--- src/rtl/mixer_tdm.sv ---
// Time-multiplexed voice mixer: one channel per clock through a single multiplier,
// then master volume, optional voice-count normalisation (MIXER_NORMALISE_EN), saturation.
`ifndef N_OSCILLATORS
`define N_OSCILLATORS 4
`endif

module mixer_tdm #(
  parameter int WIDTH      = 24,
  parameter int N_CHANNELS = `N_OSCILLATORS,
  parameter int GAIN_WIDTH = 8
) (
  input  logic                                  clk,
  input  logic                                  rst,
  input  logic                                  sample_valid,
  output logic                                  sample_ready,
  input  logic [N_CHANNELS-1:0][WIDTH-1:0]      waves,
  input  logic [N_CHANNELS-1:0][GAIN_WIDTH-1:0] gains,
  input  logic [N_CHANNELS-1:0]                 enable,
  input  logic [GAIN_WIDTH-1:0]                 master_volume,
  output logic [WIDTH-1:0]                      out,
  output logic                                  out_valid,
  output logic                                  clip,
  output logic                                  overrun
);
  localparam int IW = (N_CHANNELS > 1) ? $clog2(N_CHANNELS) : 1;
  localparam int PW = WIDTH + GAIN_WIDTH + 1;
  localparam int AW = WIDTH + GAIN_WIDTH + $clog2(N_CHANNELS) + 1;
  localparam int SW = AW + GAIN_WIDTH + 1;
  localparam int VW = WIDTH + 2;
`ifdef MIXER_NORMALISE_EN
  localparam int DIV_W = WIDTH + 4 + $clog2(N_CHANNELS + 1);
  localparam int NW    = $clog2(N_CHANNELS + 1);
  localparam int DVW   = $clog2(N_CHANNELS + 3) + 1;
  localparam int CW    = $clog2(DIV_W);
  localparam int RW    = DIV_W + 1;
  typedef enum logic [2:0] {IDLE, ACCUM, SCALE, NORM, OUTPUT} state_t;
`else
  localparam int RW    = VW;
  typedef enum logic [2:0] {IDLE, ACCUM, SCALE, OUTPUT} state_t;
`endif
  localparam logic signed [SW-1:0] VMAX = SW'((64'sd1 <<< (VW - 1)) - 64'sd1);
  localparam logic signed [SW-1:0] VMIN = ~VMAX;
  localparam logic signed [RW-1:0] OMAX = RW'((64'sd1 <<< (WIDTH - 1)) - 64'sd1);
  localparam logic signed [RW-1:0] OMIN = ~OMAX;

  state_t                                state_q, state_d;
  logic [N_CHANNELS-1:0][WIDTH-1:0]      waves_q, waves_d;
  logic [N_CHANNELS-1:0][GAIN_WIDTH-1:0] gains_q, gains_d;
  logic [N_CHANNELS-1:0]                 en_q, en_d;
  logic [GAIN_WIDTH-1:0]                 mv_q, mv_d;
  logic signed [AW-1:0]                  acc_q, acc_d;
  logic [IW-1:0]                         idx_q, idx_d;
  logic [WIDTH-1:0]                      out_q, out_d;
  logic                                  clip_q, clip_d, ovalid_q, ovalid_d, overrun_q, overrun_d;

  logic signed [PW-1:0] prod;
  logic signed [AW-1:0] acc_sh;
  logic signed [SW-1:0] scaled;
  logic signed [VW-1:0] v_cl;
  logic signed [RW-1:0] res;

`ifdef MIXER_NORMALISE_EN
  logic [DIV_W-1:0]     dq_q, dq_d;   // dividend shifts out the top, quotient shifts in the bottom
  logic [DVW-1:0]       rem_q, rem_d, den_q, den_d, rem_sh;
  logic [CW-1:0]        cnt_q, cnt_d;
  logic                 neg_q, neg_d, nz_q, nz_d;
  logic [NW-1:0]        n;
  logic [RW-1:0]        tn;
  logic signed [RW-1:0] p;
  logic [DIV_W-1:0]     pmag;
`else
  logic signed [VW-1:0] v_q, v_d;
`endif

  always_comb begin
    prod   = PW'($signed(waves_q[idx_q])) * $signed(PW'({1'b0, gains_q[idx_q]}));
    acc_sh = acc_q >>> (GAIN_WIDTH - 1);
    scaled = (SW'(acc_sh) * $signed(SW'({1'b0, mv_q}))) >>> (GAIN_WIDTH - 1);
    if (scaled > VMAX)      v_cl = VMAX[VW-1:0];
    else if (scaled < VMIN) v_cl = VMIN[VW-1:0];
    else                    v_cl = scaled[VW-1:0];
`ifdef MIXER_NORMALISE_EN
    n = '0;
    for (int i = 0; i < N_CHANNELS; i++) n = n + NW'(en_q[i]);
    tn     = RW'(n) * RW'(2'd3);
    p      = RW'(v_cl) * $signed(tn);
    pmag   = DIV_W'(p[RW-1] ? -p : p);
    rem_sh = {rem_q[DVW-2:0], dq_q[DIV_W-1]};
    if (!nz_q)      res = '0;
    else if (neg_q) res = -$signed(RW'(dq_q));
    else            res = $signed(RW'(dq_q));
`else
    res = v_q;
`endif
  end

  always_comb begin
    state_d   = state_q;
    waves_d   = waves_q;
    gains_d   = gains_q;
    en_d      = en_q;
    mv_d      = mv_q;
    acc_d     = acc_q;
    idx_d     = idx_q;
    out_d     = out_q;
    clip_d    = clip_q;
    ovalid_d  = 1'b0;
    overrun_d = sample_valid && (state_q != IDLE);
`ifdef MIXER_NORMALISE_EN
    dq_d  = dq_q;
    rem_d = rem_q;
    den_d = den_q;
    cnt_d = cnt_q;
    neg_d = neg_q;
    nz_d  = nz_q;
`else
    v_d = v_q;
`endif
    case (state_q)
      IDLE: if (sample_valid) begin
        waves_d = waves;
        gains_d = gains;
        en_d    = enable;
        mv_d    = master_volume;
        acc_d   = '0;
        idx_d   = '0;
        state_d = ACCUM;
      end
      ACCUM: begin
        if (en_q[idx_q]) acc_d = acc_q + AW'(prod);
        if (idx_q == IW'(N_CHANNELS - 1)) state_d = SCALE;
        else                              idx_d   = idx_q + IW'(1);
      end
      SCALE: begin
`ifdef MIXER_NORMALISE_EN
        dq_d    = pmag;
        rem_d   = '0;
        den_d   = DVW'(n) + DVW'(2);
        cnt_d   = '0;
        neg_d   = p[RW-1];
        nz_d    = (n != '0);
        state_d = NORM;
`else
        v_d     = v_cl;
        state_d = OUTPUT;
`endif
      end
`ifdef MIXER_NORMALISE_EN
      NORM: begin
        // n=0 still runs the full divide so latency never depends on the mask
        rem_d = (rem_sh >= den_q) ? rem_sh - den_q : rem_sh;
        dq_d  = {dq_q[DIV_W-2:0], (rem_sh >= den_q)};
        cnt_d = cnt_q + CW'(1);
        if (cnt_q == CW'(DIV_W - 1)) state_d = OUTPUT;
      end
`endif
      OUTPUT: begin
        if (res > OMAX) begin
          out_d  = OMAX[WIDTH-1:0];
          clip_d = 1'b1;
        end else if (res < OMIN) begin
          out_d  = OMIN[WIDTH-1:0];
          clip_d = 1'b1;
        end else begin
          out_d  = res[WIDTH-1:0];
          clip_d = 1'b0;
        end
        ovalid_d = 1'b1;
        state_d  = IDLE;
      end
      default: state_d = IDLE;
    endcase
  end

  always_ff @(posedge clk or posedge rst) begin
    if (rst) begin
      state_q   <= IDLE;
      waves_q   <= '0;
      gains_q   <= '0;
      en_q      <= '0;
      mv_q      <= '0;
      acc_q     <= '0;
      idx_q     <= '0;
      out_q     <= '0;
      clip_q    <= 1'b0;
      ovalid_q  <= 1'b0;
      overrun_q <= 1'b0;
`ifdef MIXER_NORMALISE_EN
      dq_q  <= '0;
      rem_q <= '0;
      den_q <= '0;
      cnt_q <= '0;
      neg_q <= 1'b0;
      nz_q  <= 1'b0;
`else
      v_q <= '0;
`endif
    end else begin
      state_q   <= state_d;
      waves_q   <= waves_d;
      gains_q   <= gains_d;
      en_q      <= en_d;
      mv_q      <= mv_d;
      acc_q     <= acc_d;
      idx_q     <= idx_d;
      out_q     <= out_d;
      clip_q    <= clip_d;
      ovalid_q  <= ovalid_d;
      overrun_q <= overrun_d;
`ifdef MIXER_NORMALISE_EN
      dq_q  <= dq_d;
      rem_q <= rem_d;
      den_q <= den_d;
      cnt_q <= cnt_d;
      neg_q <= neg_d;
      nz_q  <= nz_d;
`else
      v_q <= v_d;
`endif
    end
  end

  assign sample_ready = (state_q == IDLE);
  assign out          = out_q;
  assign out_valid    = ovalid_q;
  assign clip         = clip_q;
  assign overrun      = overrun_q;
endmodule

--- config.mk ---
export PLATFORM = sky130hd
export DESIGN_NAME = mixer_tdm
export DESIGN_NICKNAME = d
export VERILOG_FILES = /design/src/rtl/mixer_tdm.sv
export SDC_FILE = /design/constraint.sdc
export NUM_CORES = 2
export LEC_CHECK = 0
export CAP_MARGIN = 20
export CORE_ASPECT_RATIO = 1.25
export CORE_UTILIZATION = 35
export DETAILED_ROUTE_END_ITERATION = 16
export SETUP_SLACK_MARGIN = 0.1
export SLEW_MARGIN = 20
export SYNTH_ARGS = -nofsm -noshare
export SYNTH_HDL_FRONTEND = slang
export SYNTH_SLANG_ARGS = --single-unit
--- constraint.sdc ---
create_clock -name clk -period 8 [get_ports clk]
set_input_delay 1.6 -clock clk [delete_from_list [all_inputs] [get_ports clk]]
set_output_delay 1.6 -clock clk [all_outputs]
set_load 0.01 [all_outputs]
==> parameters.txt <==
Parameter                              Value

Logic synthesis
  Number of nets produced by synthesis ... 3,143
  Post-synthesis cell count ... 2,494
  Mean Syn Cell Area ... 9.98 um2
  Synthesized flop and latch total ... 232
  Ys async rst share ... 100%
  Largest cells by area after synthesis ... sky130_fd_sc_hd__fa_1, sky130_fd_sc_hd__dfrtp_1, sky130_fd_sc_hd__ha_1
  Proportion of netlist area held by the largest area contributor ... 28.6%
  Dominant register cell in the synthesized netlist ... sky130_fd_sc_hd__dfrtp_1
  Fraction of the yosys area taken by sequential cells ... 23.3%
  Syn Std Cell Area ... 24,900 um2
  Syn. warnings ... 0
  Post-synth EDFFs ... 0
  Library cell with the highest instance count after synthesis ... sky130_fd_sc_hd__inv_1
  Post-synth top cells ... sky130_fd_sc_hd__inv_1, sky130_fd_sc_hd__fa_1, sky130_fd_sc_hd__nand2_1, sky130_fd_sc_hd__dfrtp_1, sky130_fd_sc_hd__and2_1
  Synth cell types ... 66
  Cell type with the highest aggregate area in the netlist ... sky130_fd_sc_hd__fa_1

STA
  Final Hold Vio Count ... 0
  Period utilization ... 91.3%
  Clock Skew ... 0.0110 ns
  Measured slew at the worst slew-check pin ... 1.04 ns
  Slew Limit Headroom ... 30.7%
  Setup violations, final ... 0
  FMAX ... 137 MHz
  Setup repair after global routing missed its margin ... no
  Final critical-path required period ... 7.30 ns
  Least setup slack across all paths after layout ... 0.700 ns
  Post-route worst hold slack ... 0.490 ns
  Sum of negative setup slack ... 0 ns
  Max Transition Viols Final ... 0

Critical path
  Highest fanout seen on the critical path ... 26
  Critical path data arrival time ... 7.75 ns
  Crit. End Element ... register
  Required time at the endpoint of the critical path ... 8.45 ns
  Critical R2R Launch ... idx_q[0]
  Startpoint type of the worst setup path ... register
  Worst R2R End ... acc_q[34]
  Reg2Reg Setup Slack ... 0.70 ns
  Crit Path Category ... register to register
  R2r worst-path depth ... 22

Global route
  GRT Overall Usage ... 15.7%
  Largest net degree at the start of global routing ... 144
  Wire length of the first global-routing pass ... 92,900 um
  Aggregate global routing overflow ... 0
  Antenna violations before repair ... 0
  Vias in the first global route ... 18,900

Drt
  Detailed Route Iter0 Violations ... 787
  Mean routed wirelength per cell ... 15.2 um
  DRC Markers ... 0
  Total Wirelength ... 54,000 um
  Antenna Nets Post-Route ... 0
  Number of vias in the routed layout ... 16,800
  Vias per std cell ... 4.74
  Detailed Routing Iterations Pass 1 ... 5

Clock network
  Clock tree from TritonCTS ... built
  H-Tree Depth ... 1
  Post-CTS Hold Buffers ... 0
  Post-CTS Setup Bufs ... 0
  Post_cts resized ... 0
  Insertion delay to the later sink of the worst-skew pair ... 0.57 ns
  Root cell of the clock tree ... sky130_fd_sc_hd__clkbuf_16
  Deepest clock path buffer count ... 3
  Clock sink count ... 232
  TritonCTS Buffers ... 27
  Clock-pin slew on the worst setup and hold paths ... 0.06 ns

Cells and area
  Post-Layout Inst Area ... 28,400 um2
  Net count reported at finish ... 3,244
  P&R area growth vs syn ... 14.2%
  Count of fill cells added during filler insertion ... 6,912
  Fraction of final layout cells sized beyond drive strength 1 ... 10.4%
  Antenna cell count ... 0

Floorplanning
  Count of pins on the block boundary ... 171
  Initial standard-cell utilization of the core ... 35.6%
  Number of cell rows ... 108
  DIE WIDTH ... 241 um
  Die span in y ... 300 um
  Area enclosed by the die boundary ... 72,200 um2
  Core Box Area ... 69,900 um2

Outcome
  Outcome ... finished clean

Job
  Count of max-cap constraint violations ... 0

Min path
  Hold_sp ... acc_q[6]
  WHS Path Cells ... 2
  Hold path endpoint ... acc_q[6]
  Hold crit path type ... register to register

Place
  Area post-placement ... 27,400 um2
  Sum of net half-perimeters after detailed placement ... 44,400 um
  Placement-stage worst setup slack ... 0.743 ns
  Final weighted congestion in routability-driven placement ... 0.865
  Number of I/O port buffers ... 170
[sequential cells by signal, indices dropped and copies added (netlist names)]
signal	cells
waves_q	96
acc_q	35
out_valid	1
gains_q	32
clip	1
en_q	4
out	24
idx_q	2
overrun	1
mv_q	8
state_q	2
res	26
[worst max-delay path, stage by stage, from the launching register on]
cell	delay, ns
sky130_fd_sc_hd__dfrtp_2	0.59
sky130_fd_sc_hd__buf_12	0.28
sky130_fd_sc_hd__mux4_2	0.80
sky130_fd_sc_hd__nand2_1	0.20
sky130_fd_sc_hd__fa_1	0.43
sky130_fd_sc_hd__inv_1	0.09
sky130_fd_sc_hd__fa_1	0.46
sky130_fd_sc_hd__fa_1	0.46
sky130_fd_sc_hd__fa_1	0.55
sky130_fd_sc_hd__inv_1	0.05
sky130_fd_sc_hd__fa_1	0.50
sky130_fd_sc_hd__inv_1	0.05
sky130_fd_sc_hd__ha_1	0.34
sky130_fd_sc_hd__a21oi_1	0.24
sky130_fd_sc_hd__o31ai_1	0.11
sky130_fd_sc_hd__a221o_1	0.36
sky130_fd_sc_hd__a21oi_1	0.21
sky130_fd_sc_hd__o32ai_1	0.20
sky130_fd_sc_hd__o21bai_1	0.24
sky130_fd_sc_hd__a211oi_1	0.14
sky130_fd_sc_hd__o41ai_1	0.53
sky130_fd_sc_hd__mux2i_1	0.25
sky130_fd_sc_hd__nand3_1	0.08
[logic make-up after synthesis]
logic type / count (synthesis) / share of synthesized area (%)
AND/OR/NAND/NOR: 665 / 12.8
buffers and inverters: 602 / 9.30
adder cells (fa/ha/maj): 506 / 36.2
AO/OA/AOI/OAI: 250 / 6.70
flip-flops: 232 / 23.3
multiplexers: 177 / 9.49
XOR/XNOR: 62 / 2.18
[cells in the final DEF, fill, tap and decap left out, types with 4 or more instances in the layout]
| cell | count |
|---|---|
| sky130_fd_sc_hd__a22o_1 | 5 |
| sky130_fd_sc_hd__nor2_1 | 74 |
| sky130_fd_sc_hd__nand2_1 | 309 |
| sky130_fd_sc_hd__o21bai_1 | 10 |
| sky130_fd_sc_hd__clkinv_2 | 4 |
| sky130_fd_sc_hd__a31oi_1 | 8 |
| sky130_fd_sc_hd__a21oi_1 | 83 |
| sky130_fd_sc_hd__buf_4 | 13 |
| sky130_fd_sc_hd__a21o_1 | 19 |
| sky130_fd_sc_hd__clkbuf_1 | 5 |
| sky130_fd_sc_hd__a21oi_2 | 21 |
| sky130_fd_sc_hd__o211ai_1 | 5 |
| sky130_fd_sc_hd__o21ai_0 | 50 |
| sky130_fd_sc_hd__mux2_2 | 142 |
| sky130_fd_sc_hd__nand3_1 | 12 |
| sky130_fd_sc_hd__nor2b_1 | 9 |
| sky130_fd_sc_hd__nor3_1 | 7 |
| sky130_fd_sc_hd__bufinv_16 | 6 |
| sky130_fd_sc_hd__mux4_2 | 33 |
| sky130_fd_sc_hd__o21a_1 | 10 |
| sky130_fd_sc_hd__nand2b_1 | 6 |
| sky130_fd_sc_hd__clkdlybuf4s50_1 | 170 |
| sky130_fd_sc_hd__fa_1 | 356 |
| sky130_fd_sc_hd__ha_1 | 149 |
| sky130_fd_sc_hd__nand4_1 | 7 |
| sky130_fd_sc_hd__clkbuf_16 | 27 |
| sky130_fd_sc_hd__inv_1 | 488 |
| sky130_fd_sc_hd__and2_1 | 217 |
| sky130_fd_sc_hd__dfrtp_1 | 230 |
| sky130_fd_sc_hd__and3_1 | 9 |
| sky130_fd_sc_hd__xnor2_1 | 34 |
| sky130_fd_sc_hd__xor2_1 | 28 |
[final cells by class]
class / instances / area, um2 / share of cell area [%]
clock inverters: 15 / 245 / 0.863
flip-flops and latches: 232 / 5810 / 20.4
well taps: 935 / 1170 / 4.12
repair buffers: 185 / 1840 / 6.47
multi-input cells: 1660 / 16800 / 59.1
clock buffers: 34 / 722 / 2.54
inverters: 489 / 1840 / 6.47
[through the flow]
| step | cells | util [%] |
|---|---|---|
| 2_1_floorplan | 2494 | - |
| 3_3_place_gp | 3501 | 39.3 |
| 3_5_place_dp | 3501 | 39.3 |
| 4_1_cts | 3550 | 40.7 |
| 5_1_grt | 3550 | 40.7 |
| 6_report | 3550 | 40.7 |
[metal layers]
metal / up-vias / track usage (%) / share of wire, %
li1: 7955 / - / -
met1: 8424 / 19.6 / 43
met2: 337 / 28.2 / 51
met3: 99 / 1.70 / 3.3
met4: 0 / 5.07 / 2.7
met5: - / 0 / 0
[how the worst max path moves through the flow]
stage | startpoint | to | cells after the start
floorplan | idx_q[0] | acc_q[34] | 24
finish | idx_q[0] | acc_q[34] | 22
detailed placement | idx_q[0] | acc_q[34] | 22
global route | idx_q[0] | acc_q[32] | 22
CTS | idx_q[0] | acc_q[34] | 22
global placement | idx_q[0] | acc_q[32] | 22
Power is left out: the tool's default activity adds up to more than one toggle a clock period on the data nets, which glitch-free logic cannot reach.
